**src/rtl/lcd_pkg.sv**
```systemverilog
// Shared definitions for the LCD command sequencer.
//   - Command codes understood by the LCD image-processing controller.
//   - CMD_LAST: highest legal command code; codes above it are dropped.
//   - state_t: encoding of the sequencer FSM.
package lcd_pkg;

   localparam int WRITE       = 0;
   localparam int SHIFT_UP    = 1;
   localparam int SHIFT_DOWN  = 2;
   localparam int SHIFT_LEFT  = 3;
   localparam int SHIFT_RIGHT = 4;
   localparam int MAX         = 5;
   localparam int MIN         = 6;
   localparam int AVERAGE     = 7;
   localparam int C_ROTATE    = 8;
   localparam int ROTATE      = 9;
   localparam int MIRROR_X    = 10;
   localparam int MIRROR_Y    = 11;

   localparam int CMD_LAST    = 11;

   typedef enum logic [2:0] {
      S_IDLE      = 3'd0,
      S_ISSUE     = 3'd1,
      S_WAIT_BUSY = 3'd2,
      S_WAIT_FREE = 3'd3,
      S_WAIT_DONE = 3'd4,
      S_FINISH    = 3'd5
   } state_t;

endpackage

```
**src/rtl/lcd_cmd_fifo.sv**
```systemverilog
// Synchronous command FIFO for the LCD sequencer.
// Ports:
//   clk, reset        clock, synchronous active-high reset (flushes contents)
//   push, push_data   write request and data; ignored when full
//   pop               read request; ignored when empty
//   full, empty       occupancy flags derived from count
//   count             current number of entries
//   head              oldest entry (valid when !empty)
// A push and pop in the same cycle leave count unchanged. Because empty is
// derived from the registered count, an entry pushed into an empty FIFO only
// becomes visible on the following cycle.
module lcd_cmd_fifo
   import lcd_pkg::*;
#(
   parameter int DEPTH = 8,
   parameter int CMD_W = 4
) (
   input  logic                     clk,
   input  logic                     reset,
   input  logic                     push,
   input  logic [CMD_W-1:0]         push_data,
   input  logic                     pop,
   output logic                     full,
   output logic                     empty,
   output logic [$clog2(DEPTH):0]   count,
   output logic [CMD_W-1:0]         head
);

   localparam int AW = $clog2(DEPTH);

   logic [CMD_W-1:0] mem [DEPTH];
   logic [AW-1:0]    wr_ptr;
   logic [AW-1:0]    rd_ptr;
   logic             do_push;
   logic             do_pop;

   assign full    = (count == (AW+1)'(DEPTH));
   assign empty   = (count == '0);
   assign do_push = push && !full;
   assign do_pop  = pop && !empty;
   assign head    = mem[rd_ptr];

   always_ff @(posedge clk) begin
      if (do_push) begin
         mem[wr_ptr] <= push_data;
      end
   end

   always_ff @(posedge clk) begin
      if (reset) begin
         wr_ptr <= '0;
         rd_ptr <= '0;
         count  <= '0;
      end else begin
         if (do_push) begin
            wr_ptr <= wr_ptr + 1'b1;
         end
         if (do_pop) begin
            rd_ptr <= rd_ptr + 1'b1;
         end
         case ({do_push, do_pop})
            2'b10:   count <= count + 1'b1;
            2'b01:   count <= count - 1'b1;
            default: count <= count;
         endcase
      end
   end

endmodule

```
**src/rtl/lcd_cmd_sequencer.sv**
```systemverilog
// Upstream command issuer for the LCD image-processing controller.
// Buffers host commands in a FIFO and hands them to the controller one at a
// time using its busy handshake; flags completion after the terminal WRITE.
// Ports:
//   clk, reset              clock, synchronous active-high reset
//   host_cmd/valid/ready    host command stream (ready/valid handshake)
//   lcd_busy, lcd_done      controller status
//   cmd, cmd_valid          registered command strobe to the controller
//   fifo_count              FIFO occupancy
//   issued_cnt              commands accepted by the controller (saturating)
//   seq_done                sticky: WRITE completed
//   err_illegal             sticky: an out-of-range command was dropped
//
// state      | meaning
// -----------+-----------------------------------------------------------
// IDLE       | wait for a queued command and a free controller
// ISSUE      | cmd_valid high until the controller is free to capture it
// WAIT_BUSY  | wait for the controller to start working on the command
// WAIT_FREE  | wait for a non-terminal command to finish
// WAIT_DONE  | WRITE in flight, wait for lcd_done
// FINISH     | sequence complete, absorbing until reset
module lcd_cmd_sequencer
   import lcd_pkg::*;
#(
   parameter int DEPTH = 8,
   parameter int CMD_W = 4
) (
   input  logic                     clk,
   input  logic                     reset,
   input  logic [CMD_W-1:0]         host_cmd,
   input  logic                     host_valid,
   output logic                     host_ready,
   input  logic                     lcd_busy,
   input  logic                     lcd_done,
   output logic [CMD_W-1:0]         cmd,
   output logic                     cmd_valid,
   output logic [$clog2(DEPTH):0]   fifo_count,
   output logic [7:0]               issued_cnt,
   output logic                     seq_done,
   output logic                     err_illegal
);

   state_t           state;
   logic             write_seen;
   logic             fifo_full;
   logic             fifo_empty;
   logic [CMD_W-1:0] fifo_head;
   logic             host_accept;
   logic             cmd_legal;
   logic             fifo_push;
   logic             fifo_pop;

   // Once the WRITE has been queued nothing further may follow it.
   assign host_ready  = !fifo_full && !write_seen && !seq_done;
   assign host_accept = host_valid && host_ready;
   assign cmd_legal   = (host_cmd <= CMD_W'(CMD_LAST));
   assign fifo_push   = host_accept && cmd_legal;
   assign fifo_pop    = (state == S_IDLE) && !fifo_empty && !lcd_busy;

   lcd_cmd_fifo #(
      .DEPTH (DEPTH),
      .CMD_W (CMD_W)
   ) u_fifo (
      .clk       (clk),
      .reset     (reset),
      .push      (fifo_push),
      .push_data (host_cmd),
      .pop       (fifo_pop),
      .full      (fifo_full),
      .empty     (fifo_empty),
      .count     (fifo_count),
      .head      (fifo_head)
   );

   always_ff @(posedge clk) begin
      if (reset) begin
         state       <= S_IDLE;
         cmd         <= '0;
         cmd_valid   <= 1'b0;
         issued_cnt  <= '0;
         seq_done    <= 1'b0;
         err_illegal <= 1'b0;
         write_seen  <= 1'b0;
      end else begin
         // Illegal commands still complete the handshake but are discarded.
         if (host_accept && !cmd_legal) begin
            err_illegal <= 1'b1;
         end
         if (fifo_push && (host_cmd == CMD_W'(WRITE))) begin
            write_seen <= 1'b1;
         end

         case (state)
            S_IDLE: begin
               if (fifo_pop) begin
                  cmd       <= fifo_head;
                  cmd_valid <= 1'b1;
                  state     <= S_ISSUE;
               end
            end
            S_ISSUE: begin
               if (!lcd_busy) begin
                  cmd_valid <= 1'b0;
                  if (issued_cnt != 8'hFF) begin
                     issued_cnt <= issued_cnt + 8'd1;
                  end
                  state <= S_WAIT_BUSY;
               end
            end
            S_WAIT_BUSY: begin
               if (lcd_busy) begin
                  state <= (cmd == CMD_W'(WRITE)) ? S_WAIT_DONE : S_WAIT_FREE;
               end
            end
            S_WAIT_FREE: begin
               if (!lcd_busy) begin
                  state <= S_IDLE;
               end
            end
            S_WAIT_DONE: begin
               if (lcd_done) begin
                  seq_done <= 1'b1;
                  state    <= S_FINISH;
               end
            end
            S_FINISH: begin
               cmd_valid <= 1'b0;
            end
            default: begin
               state <= S_IDLE;
            end
         endcase
      end
   end

endmodule

```
**config.mk**
```make
export PLATFORM = sky130hd
export DESIGN_NAME = lcd_cmd_sequencer
export DESIGN_NICKNAME = d
export VERILOG_FILES = /design/src/rtl/lcd_pkg.sv /design/src/rtl/lcd_cmd_fifo.sv /design/src/rtl/lcd_cmd_sequencer.sv
export SDC_FILE = /design/constraint.sdc
export NUM_CORES = 1
export LEC_CHECK = 0
export CORE_ASPECT_RATIO = 1.1
export CORE_MARGIN = 2
export CORE_UTILIZATION = 35
export CTS_CLUSTER_DIAMETER = 100
export DETAILED_ROUTE_END_ITERATION = 7
export PLACE_DENSITY = 0.5
export SKIP_LAST_GASP = 1
export SLEW_MARGIN = 20
export SYNTH_ARGS = -nofsm -noshare
export SYNTH_HDL_FRONTEND = slang
export SYNTH_HIERARCHICAL = 1
export SYNTH_SLANG_ARGS = --single-unit
```
**constraint.sdc**
```tcl
create_clock -name clk -period 6.2 [get_ports clk]
set_input_delay 1.24 -clock clk [delete_from_list [all_inputs] [get_ports clk]]
set_output_delay 1.24 -clock clk [all_outputs]
set_load 0.02 [all_outputs]
```
==> results.toml, run 1 <==
[cts]
clk_pin_slew_worst_paths_ps = 70
clockRootBuffer = "clkbuf_8"
clock_latency_ps = 340
cts_num_sinks = 64
post_cts_resized = 0
cts_tree = "built"
ctsLongestPathBuffers = 2
post_cts.repair.setup_buffers = 0
cts_max_level = 3
cts_buffers = 9
cts_hold_buf = 0

[min_path]
hp-class = "reg -> reg"

[route]
dr.first_iter.drc_count = 85
vias = 1889
first_pass_iters = 4
wl_per_cell_um = 14.8
drc = 0
viasPerCell = 5.00
ant_nets = 0
wl_um = 5580

[flow_run]
cap_viol_max_count = 0

[synth]
synth_top_flop_cell = "edfxtp_1"
synthCells = 236
async_flop_share_pct = 0
synthesis.nets = 251
ys_seq_area_share_pct = 56.8
ys_seq_elements = 64
yosysWarningCount = 6
netlist-cell-type-count = 49
synth_area_um2 = 2820
synth.avg_cell_area_um2 = 12.0
synth_edf_count = 32

[timing]
timing.final.crit_period_ps = 3900
tightest_slew_ps = 828
maxSlewViolCount = 0
fmax_mhz = 256
finalSetupViolations = 0
worst_hold_slack_ps = 482
finalSetupTns_ps = 0
relSlewSlack_pct = 44.0
timing.final.crit_share_pct = 63.0
rsz0062_at_grt = "no"
final.setup_skew_ps = 13.4
hold_viol = 0
post-route-worst-setup-slack_ps = 2300

[worst_setup_path]
cpPeakStageDelay_ps = 560
end_kind = "register"
worst-setup-path-type = "in -> reg"
slowest_stage = "clkdlybuf4s50_1"
path_max_fanout = 11
cp-start-kind = "primary input"
worstPathArrival_ps = 4180
required_ps = 6470
critPathBufInv = 1
crit_family = "simple AND/OR/NAND/NOR gates"
path_cells = "clkdlybuf4s50_1 -> or4_1 -> nor2_1 -> o41a_1 -> ha_1 -> xor2_1 -> ha_1 -> a21oi_1 -> xor2_1 -> or3_1 -> a21oi_1"

[die]
die_h_um = 98.2
dieWidth_um = 89.6
start_util_pct = 35.9
core_um2 = 7870
ioPinCount = 29
die_area_um2 = 8800
std_cell_rows = 34

[place]
place_area_um2 = 3190
post-place-cells = 362
place_congestion = 0.749
dpl.hpwl_um = 3830
pre_cts_ws_ps = 1990
portBuffers = 28

[final_layout]
mostFrequentLayoutCells = "32 x dfxtp_1, 32 x edfxtp_1, 28 x clkdlybuf4s50_1, 25 x nor2_1, 13 x a21oi_1"
nets = 280
layout-drive-gt1-share_pct = 14.8
stdcell_area_um2 = 3420
multi_input_comb_area_um2 = 1150
postLayoutCoreUtil_pct = 43.5
register_area_um2 = 1600
syn2layout_area_growth_pct = 21.4
n_antenna_cell = 0
n_fill_cell = 721
fin_cells = 378

[pwr]
leakagePower_nw = 1.15
totalPowerFinal_mw = 1.08
p_per_area_nw_per_um2 = 314
ir_drop_mv = 0.114

[global_routing]
grt_pass1_wl_um = 9050
grt_pass1_vias = 1814
antenna_found_initial = 0
grt_start_max_net_pins = 33
grt-ovfl-total = 0
grt_use_total_pct = 13.8

[run_status]
outcome = "finished, final reports clean"
## logic make-up after synthesis
family	count (synthesis)	synth area share, %
buffers and inverters	18	2.75
flip-flops	64	56.8
multiplexers	18	10.2
AO/OA/AOI/OAI	44	10.2
adder cells (fa/ha/maj)	6	2.66
AND/OR/NAND/NOR	80	15.5
XOR/XNOR	6	1.86
## power by group
part	switching (mW)	internal, mW
Clock	0.176	0.230
Combinational	0.0890	0.0806
Sequential	0.0331	0.467
## tightest hold or removal path, cell delays in order (launching register included)
cell and delay (ps):
dfxtp_1 340, a31oi_1 40, nor2_1 70
## path summary, 6_finish.rpt
kind / from / to / depth (start not counted) / slack, ps
setup / recovery: lcd_busy / u_fifo/count[2]$_SDFFE_PP0P_ / 11 / 2300
hold / removal: write_seen$_SDFFE_PP0P_ / write_seen$_SDFFE_PP0P_ / 2 / 480
setup reg to reg: u_fifo/count[1]$_SDFFE_PP0P_ / u_fifo/count[2]$_SDFFE_PP0P_ / 13 / 2910
hold reg to reg: write_seen$_SDFFE_PP0P_ / write_seen$_SDFFE_PP0P_ / 2 / 480
## cell type report
class / count / area share [%]
inverters: 7 / 0.767
multi-input cells: 154 / 33.5
well taps: 108 / 3.95
clock inverters: 7 / 2.96
clock buffers: 9 / 3.62
flip-flops and latches: 64 / 46.8
repair buffers: 29 / 8.40
## per-layer routing
layer | wire [um] | track usage [%] | vias to the layer above
met5 | 0 | 0 | -
met4 | 118 | 6.20 | 0
met3 | 165 | 3.80 | 11
met2 | 2500 | 19.5 | 33
met1 | 2800 | 19.6 | 894
li1 | - | - | 951
## registers in the layout (all words and copies together) (netlist names), 3 cells and up, named ones only
signal         cells
u_fifo/mem        32
issued_cnt         8
cmd                4
u_fifo/count       4
state              3
u_fifo/rd_ptr      3
u_fifo/wr_ptr      3
## cells in the mapped netlist, drive strengths merged, types with 2 or more instances
cell type	instances	share of area [%]
a2111oi	2	0.62
a21oi	15	2.9
a311oi	3	0.93
a31oi	7	1.6
and3b	2	0.67
and4	2	0.62
buf	3	0.71
clkbuf	8	1.1
dfxtp	32	23
edfxtp	32	34
ha	6	2.7
inv	7	0.93
mux2	7	2.8
mux2i	3	1.1
mux4	8	6.4
nand2	13	2.0
nand2b	2	0.44
nand3	9	1.8
nand4b	2	0.62
nor2	25	3.3
nor2b	5	1.1
nor3	3	0.53
nor4	8	1.8
o211a	2	0.71
o21ai	8	1.4
or4	2	0.53
or4b	2	0.84
xor2	5	1.6
Power figures use the tool's default switching activity.
==> run 2, diff against run 1 <==
Clock period 6.2 ns to 3.9 ns, I/O delays scaled along.
==> run 2 against run 1 <==
Effect of this change:
- routed wire length increased by 3.7%
- non-clock buffer count increased by 6
- first-iteration DRC count increased by 31%
- highest routed layer unchanged
- combinational power increased by 66%
- die area unchanged
- critical endpoint unchanged
- sequential power increased by 58%
==> results.toml, run 2 (synthesis results as in run 1) <==
[min_path]
whs_path_depth = 2
hold-path-endpoint = "write_seen$_SDFFE_PP0P_"
hp-class = "reg -> reg"
hold_path.startpoint = "write_seen$_SDFFE_PP0P_"

[pwr]
ir_drop_mv = 0.213
swShare_pct = 27.4
combPwrFrac_pct = 16.4
leakagePower_nw = 1.19
intPower_mw = 1.25
p_sw_uw = 471
sequentialPowerShare_pct = 46.1
p_per_area_nw_per_um2 = 496
p_clk_share_pct = 37.5

[route]
viasPerCell = 5.08
wl_per_cell_um = 15.1
first_pass_iters = 4
drc = 0
vias = 1950
wl_um = 5790
ant_nets = 0
dr.first_iter.drc_count = 111

[worst_setup_path]
cp-start-kind = "primary input"
rr_startpoint = "u_fifo/count[1]$_SDFFE_PP0P_"
r2r.worst_path.cells = 13
worst-setup-path-type = "in -> reg"
required_ps = 4160
r2r-end = "u_fifo/count[2]$_SDFFE_PP0P_"
worstPathArrival_ps = 3550
ff2ff_setup_slack_ps = 820
path_max_fanout = 5
end_kind = "register"

[timing]
relSlewSlack_pct = 45.7
rsz0062_at_grt = "no"
post-route-worst-setup-slack_ps = 602
tightest_slew_ps = 804
finalSetupViolations = 0
timing.final.crit_share_pct = 84.6
fmax_mhz = 303
maxSlewViolCount = 0
final.setup_skew_ps = 9.95
hold_viol = 0
finalSetupTns_ps = 0
timing.final.crit_period_ps = 3300

[global_routing]
antenna_found_initial = 0
grt_start_max_net_pins = 18
grt-ovfl-total = 0
grt_pass1_vias = 1962
grt_use_total_pct = 14.6
grt_pass1_wl_um = 9760

[final_layout]
reg.largest.list = "u_fifo/mem (32), issued_cnt (8)"
n_antenna_cell = 0
top_register = "u_fifo/mem"
register_area_um2 = 1600
multi_input_comb_area_um2 = 1140
nets = 286
syn2layout_area_growth_pct = 22.8
n_fill_cell = 735
layout-drive-gt1-share_pct = 16.3
mostFrequentLayoutCells = "32 x dfxtp_1, 32 x edfxtp_1, 28 x clkdlybuf4s50_1, 25 x nor2_1, 13 x a21oi_1"
largest_reg_flops = 32

[cts]
clk_pin_slew_worst_paths_ps = 80
clockRootBuffer = "clkbuf_8"
cts_max_level = 3
cts_tree = "built"
ctsLongestPathBuffers = 2
clock_latency_ps = 330
post_cts_resized = 0
cts_num_sinks = 64
cts_hold_buf = 0
post_cts.repair.setup_buffers = 0
cts_buffers = 9

[run_status]
outcome = "finished, final reports clean"

[place]
place_congestion = 0.744
pre_cts_ws_ps = 283
dpl.hpwl_um = 4050
portBuffers = 28

[die]
core_um2 = 7870
ioPinCount = 29
start_util_pct = 35.9
std_cell_rows = 34
die_area_um2 = 8800
die_h_um = 98.2
dieWidth_um = 89.6

[flow_run]
cap_viol_max_count = 0
-- run 2: layer usage --
layer | wire length, um | part of all wire, % | GRT usage [%] | vias to the layer above
met5 | 0 | 0 | 0 | -
met1 | 2850 | 49 | 20.6 | 954
li1 | - | - | - | 967
met2 | 2740 | 47 | 21.5 | 24
met4 | 59 | 1.0 | 4.48 | 0
met3 | 142 | 2.5 | 4.14 | 5
-- run 2: worst max-delay path by stage --
stage                                 startpoint                           end  slack, ps
global route                            lcd_busy  u_fifo/count[2]$_SDFFE_PP0P_        430
finish                                  lcd_busy  u_fifo/count[2]$_SDFFE_PP0P_        600
detailed placement                      lcd_busy  u_fifo/count[2]$_SDFFE_PP0P_        280
CTS                                     lcd_busy  u_fifo/count[2]$_SDFFE_PP0P_        610
floorplan           u_fifo/count[0]$_SDFFE_PP0P_  u_fifo/count[2]$_SDFFE_PP0P_        630
global placement                        lcd_busy  u_fifo/count[2]$_SDFFE_PP0P_        360
-- run 2: worst max-delay path, stage by stage --
cell	delay, ps
clkdlybuf4s50_1	430
or4_1	490
nor2_1	220
o41a_1	330
ha_1	320
xor2_1	170
ha_1	160
a21oi_1	50
xor2_1	160
or3_1	300
a21oi_1	140
-- run 2: final cells by class --
cell class | count | area share, %
timing repair buffer | 35 | 9.60
clock inverter | 7 | 3.00
multi-input combinational | 154 | 33.0
tap | 108 | 3.90
inverter | 7 | 0.758
sequential | 64 | 46.2
clock buffer | 9 | 3.57
-- run 2: power groups by stage --
stage	sequential [mW]	clock, mW	combinational (mW)
after floorplan	0.806	0	0.179
after global placement	0.810	0	0.282
after detailed placement	0.809	0	0.284
after CTS	0.794	0.661	0.286
after global routing	0.802	0.696	0.315
final	0.792	0.645	0.282
-- run 2: through the flow --
stage / total power [mW] / hold slack, ps / util (%) / instances / cell area [um2]
3_5_place_dp: 1.09 / 468 / 41.1 / 368 / 3240
5_1_grt: 1.81 / 530 / 44.0 / 384 / 3470
6_report: 1.72 / 487 / 44.0 / 384 / 3470
4_1_cts: 1.74 / 487 / 44.0 / 384 / 3470
3_3_place_gp: 1.09 / 458 / 41.1 / 368 / 3240
2_1_floorplan: 0.984 / 438 / - / 236 / 2820
